`config.mk`:
```
export PLATFORM = sky130hd
export DESIGN_NAME = ifetch_unit
export DESIGN_NICKNAME = d
export VERILOG_FILES = /design/src/rtl/ifetch_unit.sv
export SDC_FILE = /design/constraint.sdc
export NUM_CORES = 1
export LEC_CHECK = 0
export CAP_MARGIN = 20
export CORE_MARGIN = 5
export CORE_UTILIZATION = 25
export DETAILED_ROUTE_END_ITERATION = 10
export GPL_TIMING_DRIVEN = 1
export PLACE_DENSITY = 0.54
export SYNTH_ARGS = -nofsm -noshare
export SYNTH_HDL_FRONTEND = slang
export SYNTH_SLANG_ARGS = --single-unit
```
`constraint.sdc`:
```
create_clock -name clk -period 7.8 [get_ports clk]
set_input_delay 1.56 -clock clk [delete_from_list [all_inputs] [get_ports clk]]
set_output_delay 1.56 -clock clk [all_outputs]
set_load 0.01 [all_outputs]
```
`src/rtl/ifetch_unit.sv`:
```
// Instruction-fetch stage: PC generation, credit-limited imem requests, fetch queue towards decode.
// Define IFETCH_MISALIGN_TRAP_EN to turn misaligned redirects into a trap entry instead of fetching.
module ifetch_unit #(
    parameter int unsigned     XLEN     = 32,
    parameter logic [XLEN-1:0] RESET_PC = '0,
    parameter int unsigned     FQ_DEPTH = 2
) (
    input  logic            clk,
    input  logic            reset,
    output logic            imem_req_valid_o,
    input  logic            imem_req_ready_i,
    output logic [XLEN-1:0] imem_req_addr_o,
    input  logic            imem_rsp_valid_i,
    input  logic [31:0]     imem_rsp_data_i,
    input  logic            redirect_i,
    input  logic [XLEN-1:0] redirect_pc_i,
    input  logic            id_ready_i,
    output logic            id_valid_o,
    output logic [31:0]     id_instr_o,
    output logic [XLEN-1:0] id_pc_o,
    output logic [XLEN-1:0] id_pcplus4_o,
    output logic            id_misalign_o
);
    localparam int unsigned PW     = $clog2(FQ_DEPTH);
    localparam int unsigned CW     = PW + 1;
    localparam logic [CW:0] DepthC = FQ_DEPTH[CW:0];
    localparam logic [31:0] Nop    = 32'h0000_0013;

    logic [XLEN-1:0] pc_q, pc_d, redir_tgt;
    logic [CW-1:0]   out_q, out_d, drop_q, drop_d, cnt_q, cnt_d;
    logic [PW-1:0]   tag_wr_q, tag_rd_q, fq_wr_q, fq_rd_q;
    logic [XLEN-1:0] tag_q      [FQ_DEPTH];
    logic [31:0]     fq_instr_q [FQ_DEPTH];
    logic [XLEN-1:0] fq_pc_q    [FQ_DEPTH];
    logic            halt_q, redir_mis, req_fire, rsp_push, id_pop;

    // Outstanding requests plus queued entries never exceed the queue depth, so pushes always fit.
    assign imem_req_valid_o = !reset && !redirect_i && !halt_q &&
                              (({1'b0, out_q} + {1'b0, cnt_q}) < DepthC);
    assign imem_req_addr_o  = pc_q;
    assign req_fire         = imem_req_valid_o && imem_req_ready_i;
    assign rsp_push         = imem_rsp_valid_i && !redirect_i && (drop_q == '0);
    assign id_pop           = id_valid_o && id_ready_i && !redirect_i;

    assign id_valid_o   = (cnt_q != '0);
    assign id_instr_o   = id_valid_o ? fq_instr_q[fq_rd_q] : Nop;
    assign id_pc_o      = fq_pc_q[fq_rd_q];
    assign id_pcplus4_o = id_pc_o + XLEN'(4);

`ifdef IFETCH_MISALIGN_TRAP_EN
    logic fq_mis_q [FQ_DEPTH];

    assign redir_mis     = redirect_i && (redirect_pc_i[1:0] != 2'b00);
    assign redir_tgt     = redirect_pc_i;
    assign id_misalign_o = id_valid_o && fq_mis_q[fq_rd_q];

    always_ff @(posedge clk) begin
        if (reset) begin
            halt_q <= 1'b0;
        end else if (redirect_i) begin
            halt_q <= redir_mis;
        end
        if (redirect_i) begin
            fq_mis_q[0] <= redir_mis;
        end else if (rsp_push) begin
            fq_mis_q[fq_wr_q] <= 1'b0;
        end
    end
`else
    logic unused_pc_lsbs;

    assign unused_pc_lsbs = ^redirect_pc_i[1:0];
    assign redir_mis      = 1'b0;
    assign redir_tgt      = {redirect_pc_i[XLEN-1:2], 2'b00};
    assign halt_q         = 1'b0;
    assign id_misalign_o  = 1'b0;
`endif

    always_comb begin
        pc_d   = pc_q;
        out_d  = out_q + CW'(req_fire) - CW'(imem_rsp_valid_i);
        drop_d = drop_q;
        cnt_d  = cnt_q + CW'(rsp_push) - CW'(id_pop);
        if (imem_rsp_valid_i && (drop_q != '0)) begin
            drop_d = drop_q - CW'(1);
        end
        if (req_fire) begin
            pc_d = pc_q + XLEN'(4);
        end
        // Every request still in flight after this cycle belongs to the abandoned path.
        if (redirect_i) begin
            pc_d   = redir_tgt;
            drop_d = out_q - CW'(imem_rsp_valid_i);
            cnt_d  = CW'(redir_mis);
        end
    end

    always_ff @(posedge clk) begin
        if (reset) begin
            pc_q     <= RESET_PC;
            out_q    <= '0;
            drop_q   <= '0;
            cnt_q    <= '0;
            tag_wr_q <= '0;
            tag_rd_q <= '0;
            fq_wr_q  <= '0;
            fq_rd_q  <= '0;
        end else begin
            pc_q   <= pc_d;
            out_q  <= out_d;
            drop_q <= drop_d;
            cnt_q  <= cnt_d;
            if (req_fire) begin
                tag_wr_q <= tag_wr_q + PW'(1);
            end
            if (imem_rsp_valid_i) begin
                tag_rd_q <= tag_rd_q + PW'(1);
            end
            if (redirect_i) begin
                fq_rd_q <= '0;
                fq_wr_q <= PW'(redir_mis);
            end else begin
                if (rsp_push) begin
                    fq_wr_q <= fq_wr_q + PW'(1);
                end
                if (id_pop) begin
                    fq_rd_q <= fq_rd_q + PW'(1);
                end
            end
        end
    end

    always_ff @(posedge clk) begin
        if (req_fire) begin
            tag_q[tag_wr_q] <= pc_q;
        end
        if (redirect_i) begin
            if (redir_mis) begin
                fq_instr_q[0] <= Nop;
                fq_pc_q[0]    <= redirect_pc_i;
            end
        end else if (rsp_push) begin
            fq_instr_q[fq_wr_q] <= imem_rsp_data_i;
            fq_pc_q[fq_wr_q]    <= tag_q[tag_rd_q];
        end
    end

endmodule

```
* Word-level counts from Yosys, hierarchy flattened
Memory sizes are Yosys's and may differ from the RTL's. A register that Yosys moved wholly into a read port is not among the register bits. Index checks and enable logic that the tools add are counted.
Operators by class: add/sub/neg operators 13, multipliers 0, div/mod/pow operators 0, $lt $le $gt $ge 1, equal/unequal tests 0, shift-type cells 0, multiplexer cells 16, bitwise operators 0, reductions and logical operators 16
Operators by type and width (count):
- 32-bit 2-to-1 mux | 3
- 32-bit by 3-bit adder with 32-bit output (second input constant) | 2
- 1-bit 2-to-1 mux | 11
- 1-bit logical AND | 8
- 2-bit nonzero test | 4
- 2-bit by 1-bit subtractor with 2-bit output | 3
- 1-bit adder (second input constant) | 4
- 2-bit by 1-bit adder with 2-bit output | 2
- 2-bit 2-to-1 mux | 2
- 2-bit by 2-bit adder with 3-bit output | 1
- 3-bit by 2-bit < comparator with 1-bit output (second input constant) | 1
- 1-bit zero test | 2
- 2-bit zero test | 1
- 2-bit OR reduction | 1
- 2-bit by 1-bit subtractor with 2-bit output (second input constant) | 1
Storage, ports and cells: register bits 42, latch bits 0, RAM bits 192, bits in read-only memories 0, input bits 70, logic and storage cells 58, memories 3
Memories:
- fq_instr_q | words 2, bits a word 32, read ports 1, clocked after Yosys merged registers in 1, wr ports 1, RTL line 33 | logic [31:0] fq_instr_q [FQ_DEPTH];
- fq_pc_q | words 2, bits a word 32, read ports 1, clocked after Yosys merged registers in 1, wr ports 1, RTL line 34 | logic [XLEN-1:0] fq_pc_q [FQ_DEPTH];
- tag_q | words 2, bits a word 32, read ports 1, clocked after Yosys merged registers in 1, wr ports 1, RTL line 32 | logic [XLEN-1:0] tag_q [FQ_DEPTH];

* Depth between registers and ports, before layout
Gate-level depths: netlist of the first run.
word-level depth 6, gate-level depth with buffers 13, depth with buffers taken out 10

* Worst setup path before layout of the first run
No wires, ideal clock.
path kind input-to-reg, start point input redirect_i, end point memory fq_instr_q[0][0] (enable), data arrival time 4390 ps, data required time 7318 ps, slack 2927 ps, stages 3, path buffers 0, cells stage by stage inv_1 nand3_1 nor2_1
On the way: word-level cells in the longest chain between the ends 6
Ends and longest elaborated chain:
- start: declaration | RTL line 15 | input logic redirect_i,
- 1-bit zero test | RTL line 42 | assign rsp_push = imem_rsp_valid_i && !redirect_i && (drop_q == '0);
- 1-bit logical AND (2 in a row) | RTL line 42
- 1-bit 2-to-1 mux | RTL line 142 | end else if (rsp_push) begin
- 1-bit 2-to-1 mux (*) | RTL line 137 | if (redirect_i) begin
- 1-bit 2-to-1 mux (implied by the code) (*) | RTL line 143 | fq_instr_q[fq_wr_q] <= imem_rsp_data_i;
- end: declaration | RTL line 33
Every way passes the cells marked *; elsewhere a longest branch is shown, timed or not.

==> reports/qor.yml, run 1 <==
outcome:
  status: "completed"
clock_tree:
  cts_sinks: 226
  clock_tree.root_cell: "clkbuf_16"
  h-tree-depth: 1
  cts_tree: "done"
  cts_resized: 0
  postCtsHoldBufs: 0
  cts_buffers: 26
  clk_pin_slew_worst_paths_ps: 60
  cts.path.max_buffers: 3
  cts_setup_buffers: 0
  clock_latency_ps: 520
synthesis:
  syn_area_sq_um: 9930
  synth_ff_type: "edfxtp_1"
  synth.yosys.seq_area_share_pct: 64.1
  ys_ff_latch: 226
  synth_commonest_cells: "184 x edfxtp_1, 70 x nor2_1, 52 x mux2_2, 46 x mux2i_1, 42 x dfxtp_1"
  yosys.area.top_type: "edfxtp_1"
  synth.most_common_cell: "edfxtp_1"
  synth_top_cell_area_share_pct: 55.6
  synth-async-reset-ratio_pct: 0
  synth.area.top_cells: "edfxtp_1 56%, dfxtp_1 8.5%, mux2_2 5.9%"
  yosysWarnings: 0
  synth.avg_cell_area_sq_um: 13.2
  synth_cells: 753
  yosysUniqueCellTypes: 55
  synth-edff-count: 184
global_routing:
  grt_max_degree: 58
  grtUsageMet1_pct: 15.8
  grt_util_all_layers_pct: 11.4
  use_met2_pct: 18.0
  grt_util_met3_pct: 2.78
  antenna_found_initial: 1
  grt-ovfl-total: 0
  grt_pass1_vias: 6481
  grt_pass1_wl_microns: 39400
  busiest_layer: "met2"
power_and_ir_drop:
  p_leak_nw: 4.32
  p_total_mw: 2.84
  ir_drop_v: 0.000140
  p_per_area_nw_per_um2: 215
cells_and_area:
  nets: 1024
  syn_to_final_growth_pct: 33.1
  fin_area_sq_um: 13200
  ff_latch_area_sq_um: 6370
  drive_gt1_share_pct: 11.4
  num-fill-cells: 3920
  diodes: 0
  multiInputGateArea_sq_um: 3310
floorplanning:
  coreArea_sq_um: 39500
  dieArea_sq_um: 43800
  fp.dieH_microns: 209
  io_pins: 201
  die_w_microns: 209
  initial_core_util_pct: 25.1
  rows: 73
run:
  maxCapViolCount: 0
detailed_routing:
  final_antenna_net_count: 0
  vias_per_cell: 4.39
  drc_errors: 0
  via_count: 6523
  routedWlPerCell_microns: 17.6
  routed_wl_microns: 26200
  initialDrtViolationCount: 292
  drtPass1Iterations: 5
critical_path:
  worst-setup-path-type: "flop to primary output"
  timing.rr.start: "cnt_q[0]"
  crit_path_start_kind: "flop"
  r2r_setup_slack_ps: 4180
  arrival_ps: 4130
  cp.required_ps: 6240
  worst_r2r_path_depth: 9
  end_kind: "primary output"
  r2r-end: "out_q[0]"
  crit_fanout: 57
sta:
  fin_crit_ps: 5690
  rsz0062_at_grt: "no"
  final-hold-violation-count: 0
  skew_ps: 8.43
  drv_slew: 0
  max_slew_margin_pct: 37.9
  tns_ps: 0
  timing.fmax_mhz: 176
  worst_pin_slew_ps: 928
  fin_crit_sh_pct: 72.9
  setup_viol: 0
min_path:
  hold_depth: 2
  min-delay-start: "fq_rd_q"
  hold_class: "flop to flop"
placed_design:
  place_area_sq_um: 12400
  gp_congestion: 0.757
  io_buffer_count: 191
  dpl.hpwl_microns: 18800
==> routing by layer <==
metal	vias up	wire, microns
met2	161	12100
met5	-	11
li1	3194	-
met3	32	1640
met4	2	542
met1	3134	11900
==> area by class of cell <==
class | count | share of cell area [%]
Tap cell | 525 | 4.97
Multi-Input combinational cell | 468 | 25.0
Sequential cell | 226 | 48.2
Clock inverter | 18 | 1.20
Timing Repair Buffer | 200 | 15.0
Clock buffer | 27 | 4.95
Inverter | 23 | 0.653
==> sequential cells by signal, indices dropped and copies added (netlist names), named ones only <==
| register | count |
|---|---|
| tag_wr_q | 1 |
| cnt_q | 2 |
| imem_req_addr_o | 30 |
| out_q | 2 |
| fq_rd_q | 1 |
| fq_wr_q | 1 |
| fq_instr_q | 64 |
| tag_rd_q | 1 |
| tag_q | 60 |
| fq_pc_q | 60 |
| drop_q | 2 |
==> cells by family (layout without fill, tap and decap cells) <==
logic type	after synthesis	in the layout	synth area share, %
and+or+nand+nor	227	227	11.9
DFF	226	226	64.1
muxes	98	98	10.5
AOI/OAI and AO/OA	87	87	5.64
buffers and inverters	65	268	3.01
xor gates and xnor gates	40	40	3.53
adders and majority gates	9	9	1.21
other	1	7	0.0378
==> how the worst max path moves through the flow <==
stage	start	end	slack [ps]	depth (start not counted)
6_report	flop	id_pcplus4_o[26]	2110	7
5_1_grt	flop	id_pcplus4_o[27]	1810	7
4_1_cts	flop	id_pcplus4_o[26]	1990	7
3_5_place_dp	redirect_i	imem_req_valid_o	2340	3
3_3_place_gp	redirect_i	imem_req_valid_o	2320	3
2_1_floorplan	redirect_i	fq_instr_q[0][0]	2930	3
==> report_power, final <==
group | total, mW | switching [mW] | internal, mW
Sequential | 1.40 | 0.0373 | 1.36
Clock | 1.14 | 0.468 | 0.675
Combinational | 0.299 | 0.148 | 0.151
Total | 2.84 | 0.653 | 2.18
==> through the flow <==
stage / hold WS (ps) / worst slack (ps) / cells / util (%)
6_report: 505 / 2110 / 1487 / 33.4
5_1_grt: 536 / 1810 / 1487 / 33.4
4_1_cts: 506 / 1990 / 1487 / 33.4
3_5_place_dp: 489 / 2340 / 1442 / 31.4
3_3_place_gp: 484 / 2320 / 1442 / 31.4
2_1_floorplan: 472 / 2930 / 759 / -
==> worst max-delay path: stages (launching register included) <==
cell             delay (ps)
dfxtp_4                 820
buf_4                   620
nand3_1                 220
a211oi_2                480
nand3_1                 310
nor4_1                  390
xnor2_1                 170
clkdlybuf4s50_1         550
==> cell usage in the layout (no fill, tap or decap), drive strengths merged, types with 7 or more instances in the layout <==
cell / Yosys / routed
buf: 23 / 9
mux2: 52 / 52
conb: 1 / 7
mux2i: 46 / 46
a21oi: 20 / 20
clkbuf: 19 / 27
nand3b: 7 / 7
clkinv: 0 / 14
nand3: 27 / 27
nor2: 70 / 70
a31oi: 20 / 20
xnor2: 23 / 23
and3: 9 / 9
inv: 23 / 25
nor2b: 7 / 7
clkdlybuf4s50: 0 / 191
edfxtp: 184 / 184
ha: 8 / 8
nand4: 19 / 19
nand2: 39 / 39
xor2: 17 / 17
dfxtp: 42 / 42
and2: 13 / 13
nand4b: 8 / 8
o21ai: 14 / 14
Power figures use the tool's default switching activity.
==> inputs of run 2 (changes only) <==
==> constraint.sdc (replaced) <==
create_clock -name clk -period 5.4 [get_ports clk]
set_input_delay 1.08 -clock clk [delete_from_list [all_inputs] [get_ports clk]]
set_output_delay 1.08 -clock clk [all_outputs]
set_load 0.01 [all_outputs]
==> reports/qor.yml, run 2 (synthesis results as in run 1) <==
outcome:
  status: "completed"
cells_and_area:
  largest_reg_flops: 64  # unchanged
  layout_common_cells: "191 x clkdlybuf4s50_1, 184 x edfxtp_1, 66 x nor2_1"
  diodes: 0  # unchanged
  num-fill-cells: 3924  # +0.10%
  multiInputGateArea_sq_um: 3310  # about the same
  drive_gt1_share_pct: 11.9  # +0.46 points
  top_regs: "fq_instr_q x64, fq_pc_q x60, tag_q x60"
  nets: 1028  # +0.39%
  ff_latch_area_sq_um: 6370  # unchanged
  fin_area_sq_um: 13200  # +0.15%
  syn_to_final_growth_pct: 33.3
  mostFrequentLayoutCell: "clkdlybuf4s50_1"
  regMostFlops: "fq_instr_q"
placed_design:
  dpl.hpwl_microns: 18900  # +0.77%
  gp_congestion: 0.766  # +1.3%
  place_area_sq_um: 12400  # +0.35%
  preCtsSetupSlack_ps: 1150  # -1200 ps
  io_buffer_count: 191  # unchanged
sta:
  max_slew_margin_pct: 54.3  # +16 points
  timing.fmax_mhz: 214
  tns_ps: 0  # unchanged
  fin_crit_ps: 4680
  skew_ps: 13.8  # +5.41 ps
  drv_slew: 0  # unchanged
  fin_crit_sh_pct: 86.6
  worst_pin_slew_ps: 680  # -249 ps
  fin_ws_ps: 722  # -1390 ps
  setup_viol: 0  # unchanged
  final-hold-violation-count: 0  # unchanged
  rsz0062_at_grt: "no"
clock_tree:
  cts_tree: "done"
  clock_latency_ps: 520  # about the same
  postCtsHoldBufs: 0  # unchanged
  cts_resized: 0  # unchanged
  h-tree-depth: 1  # unchanged
  cts_setup_buffers: 0  # unchanged
  cts.path.max_buffers: 3  # unchanged
  cts_sinks: 226  # unchanged
  clock_tree.root_cell: "clkbuf_16"
  clk_pin_slew_worst_paths_ps: 70  # about the same
  cts_buffers: 24  # -7.7%
floorplanning:
  initial_core_util_pct: 25.1  # unchanged
  fp.dieH_microns: 209  # unchanged
  coreArea_sq_um: 39500  # unchanged
  rows: 73  # unchanged
  dieArea_sq_um: 43800  # unchanged
  io_pins: 201  # unchanged
  die_w_microns: 209  # unchanged
critical_path:
  end_kind: "primary output"
  cp.required_ps: 4320  # -1920 ps
  cp_slowest_stage_delay_ps: 570  # -250 ps
  crit_chain: "mux2i_1 > buf_4 > inv_1 > ha_1 > inv_1 > a211oi_2 > nand3_1 > nor4_1 > xnor2_1 > clkdlybuf4s50_1"
  crit_path_start_kind: "flop"
  critical_path.most_common_cell: "inv_1"
  crit_fanout: 26  # -54%
  arrival_ps: 3600  # -530 ps
  worst-setup-path-type: "flop to primary output"
  slowest_stage: "clkdlybuf4s50_1"
power_and_ir_drop:
  p_per_area_nw_per_um2: 308  # +43%
  ir_drop_v: 0.000208  # +49%
  p_leak_nw: 4.34  # +0.43%
  p_total_mw: 4.07  # +43%
global_routing:
  grt_pass1_vias: 6358  # -1.9%
  grtUsageMet1_pct: 15.8  # -0.033 points
  use_met2_pct: 17.9  # -0.16 points
  grt-ovfl-total: 0  # unchanged
  grt_pass1_wl_microns: 39200  # -0.32%
  busiest_layer: "met2"
  grt_util_all_layers_pct: 11.4  # -0.026 points
  grt_max_degree: 42  # -28%
  antenna_found_initial: 3  # +2
  grt_util_met3_pct: 3.05  # +0.27 points
detailed_routing:
  drtPass1Iterations: 5  # unchanged
  vias_per_cell: 4.39  # about the same
  via_count: 6551  # +0.43%
  routedWlPerCell_microns: 17.6  # -0.39%
  initialDrtViolationCount: 287  # -1.7%
  routed_wl_microns: 26200  # about the same
  drc_errors: 0  # unchanged
  final_antenna_net_count: 0  # unchanged
run:
  maxCapViolCount: 0  # unchanged
min_path:
  hold_class: "flop to flop"
[run 2: final timing paths]
check | startpoint | endpoint | slack, ps | cells past startpoint
worst max-delay path | flop | id_pcplus4_o[26] | 720 | 10
worst min-delay path | fq_rd_q | fq_rd_q | 530 | 2
worst max register to register | out_q[0] | out_q[1] | 2650 | 11
worst min register to register | fq_rd_q | fq_rd_q | 530 | 2
[run 2: layout make-up]
cell class | instances | share of cell area (%)
multi-input combinational | 468 | 25.0
clock inverter | 16 | 1.31
inverter | 23 | 0.652
sequential | 226 | 48.1
clock buffer | 28 | 4.65
timing repair buffer | 206 | 15.3
tap | 525 | 4.96
[run 2: metrics by stage]
step	hold slack, ps	util (%)	cells
6_report	532	33.5	1492
3_3_place_gp	492	31.5	1448
2_1_floorplan	472	-	759
3_5_place_dp	516	31.5	1448
4_1_cts	532	33.5	1492
5_1_grt	567	33.5	1492
[run 2: report_power, final]
group / leakage (nW) / switching (mW) / internal (mW) / total (mW)
Clock: 0.382 / 0.656 / 0.965 / 1.62
Combinational: 1.93 / 0.215 / 0.221 / 0.436
Sequential: 2.03 / 0.0525 / 1.96 / 2.01
Total: 4.34 / 0.923 / 3.15 / 4.07
[run 2: worst max-delay path: cells and delay by family, from the launching register on]
| kind | cells | cell delay [ps] |
|---|---|---|
| adder cells (fa/ha/maj) | 1 | 210 |
| flip-flops | 1 | 540 |
| AND/OR/NAND/NOR | 2 | 680 |
| buffers and inverters | 4 | 880 |
| AO/OA/AOI/OAI | 1 | 460 |
| XOR/XNOR | 1 | 170 |
| multiplexers | 1 | 130 |
[run 2: metal layers]
layer | vias to the layer above | wire, microns
li1 | 3198 | -
met1 | 3152 | 11700
met2 | 165 | 12200
met3 | 30 | 1760
met4 | 6 | 487
met5 | - | 40
==> RTL edit, RTL diff (config.mk and constraints of run 2) <==
Change the parameter `FQ_DEPTH` from 2 to 4.
--- a/src/rtl/ifetch_unit.sv
+++ b/src/rtl/ifetch_unit.sv
@@ -3,7 +3,7 @@
 module ifetch_unit #(
     parameter int unsigned     XLEN     = 32,
     parameter logic [XLEN-1:0] RESET_PC = '0,
-    parameter int unsigned     FQ_DEPTH = 2
+    parameter int unsigned     FQ_DEPTH = 4
 ) (
     input  logic            clk,
     input  logic            reset,
Formal check against the unedited RTL: not equivalent (Yosys sat finds a counterexample within 4 cycles, from zero or initial values and one cycle with reset high).
==> RTL edit against run 2 <==
Maximum frequency down 1.0%; sequential cell count up 193; total power up 84%; critical path depth down 4; count of clock-buffer cells in the layout up 29; synthesized area up 71%; cell count up 41%; combinational power up 44%; final area up 63%; non-clock buffer count up 12; worst setup slack worse by 47 ps; routed wire length up 58%; die area up 67%; critical path type unchanged; largest cell class unchanged; largest power group unchanged.
==> RTL edit: results <==
[grt]
antenna_found_initial = 0
grt_use_met3_pct = 2.47
track_usage_pct = 11.0
grt_pass1_wl_um = 62400
grt_max_degree = 43
met2_usage_pct = 18.0
met1_usage_pct = 14.8
grt_pass1_vias = 9854

[finish]
drive_gt1_share_pct = 17.3
nNetsFinal = 1280
top_regs = fq_instr_q x128, fq_pc_q x120, tag_q x120
antenna_cells = 0

[min_path]
worstHoldPathType = reg2reg

[timing]
skew_ps = 17.1
final.setup.tns_ps = 0
slew_headroom_pct = 41.4
post-route-min-period_ps = 4730
holdWs_ps = 510

[clock_network]
cts_inserted_buffers = 47
htree_levels = 2
clock_latency_ps = 580
cts-root-buf = clkbuf_16
cts_buffer_depth = 3
post_cts_buffers = 0

[placement]
place_area_um2 = 20000
place_ws_ps = 1100
dp_hpwl_um = 26300
place_congestion = 0.758
dp_cells = 2012

[setup_path]
path_max_fanout = 29
regToRegSetupSlack_ps = 2710
max_stage_delay_ps = 760
arrival_ps = 3650
slowest_stage = dfxtp_4

[route]
top_layer_used = met4
wl_met1_um = 18600
met2_length_um = 19500
wl_per_cell_um = 19.7
dr_wl_met3_um = 2410
via_per_inst = 4.47
drtIter0Drc = 652
vias = 9385

[power_and_ir_drop]
ir_drop_v = 0.000191
p_leak_nw = 6.71

[yosys]
synth_top_cells_by_count = 368 x edfxtp_1, 92 x mux4_2, 51 x dfxtp_1
yosysSeqAreaShare_pct = 70.9
synth_area_leaders = edfxtp_1 65%, mux4_2 12%, dfxtp_1 6.0%, xnor2_1 1.7%, ha_1 1.5%
avgSynthCellArea_um2 = 17.6
synth_edf_count = 368

[run_status]
status = finished clean
[RTL edit: changes by cell type in the layout (fill, tap and decap cells not counted), sizes merged, moves of 12 or more]
cell    before  now
edfxtp     184  368
nor2        70   45
mux4         0   92
nor2b        7   31
buf         15   27
mux2        52    0
ha           8   20
clkbuf      28   57
mux2i       46    3
[RTL edit: path summary, 6_finish.rpt]
check | start | to | depth (start not counted)
worst min-delay path | tag_wr_q[1] | tag_wr_q[1] | 2
worst max register to register | cnt_q[1] | out_q[2] | 11
worst max-delay path | flop | id_pcplus4_o[25] | 6
worst min register to register | tag_wr_q[1] | tag_wr_q[1] | 2
[RTL edit: critical path: cells and delay by family (launching register included)]
| family | cells | cell delay [ps] |
|---|---|---|
| buffers and inverters | 2 | 960 |
| and+or+nand+nor | 2 | 560 |
| muxes | 1 | 630 |
| xor gates and xnor gates | 1 | 130 |
| DFF | 1 | 760 |
[RTL edit: report_power, final]
group | total, mW | leakage (nW) | switching [mW] | internal [mW]
combinational | 0.628 | 2.23 | 0.321 | 0.307
sequential | 3.73 | 3.77 | 0.0812 | 3.65
clock | 3.13 | 0.720 | 1.31 | 1.82
total | 7.48 | 6.71 | 1.71 | 5.77
[RTL edit: cell type report]
cell class                 count  area (um^2)
clock buffer                  57         1220
clock inverter                30          287
fill                        6467        45900
inverter                      24         90.1
multi-input combinational    478         4620
sequential                   419        12100
tap                          873         1090
timing repair buffer         218         2110
[RTL edit: kinds of logic after synthesis]
logic type	after synthesis	synth area share, %
and+or+nand+nor	219	7.29
muxes	95	12.4
other	1	0.0220
xor gates and xnor gates	44	2.26
DFF	419	70.9
buffers and inverters	76	2.10
AOI/OAI and AO/OA	91	3.32
adders and majority gates	22	1.71
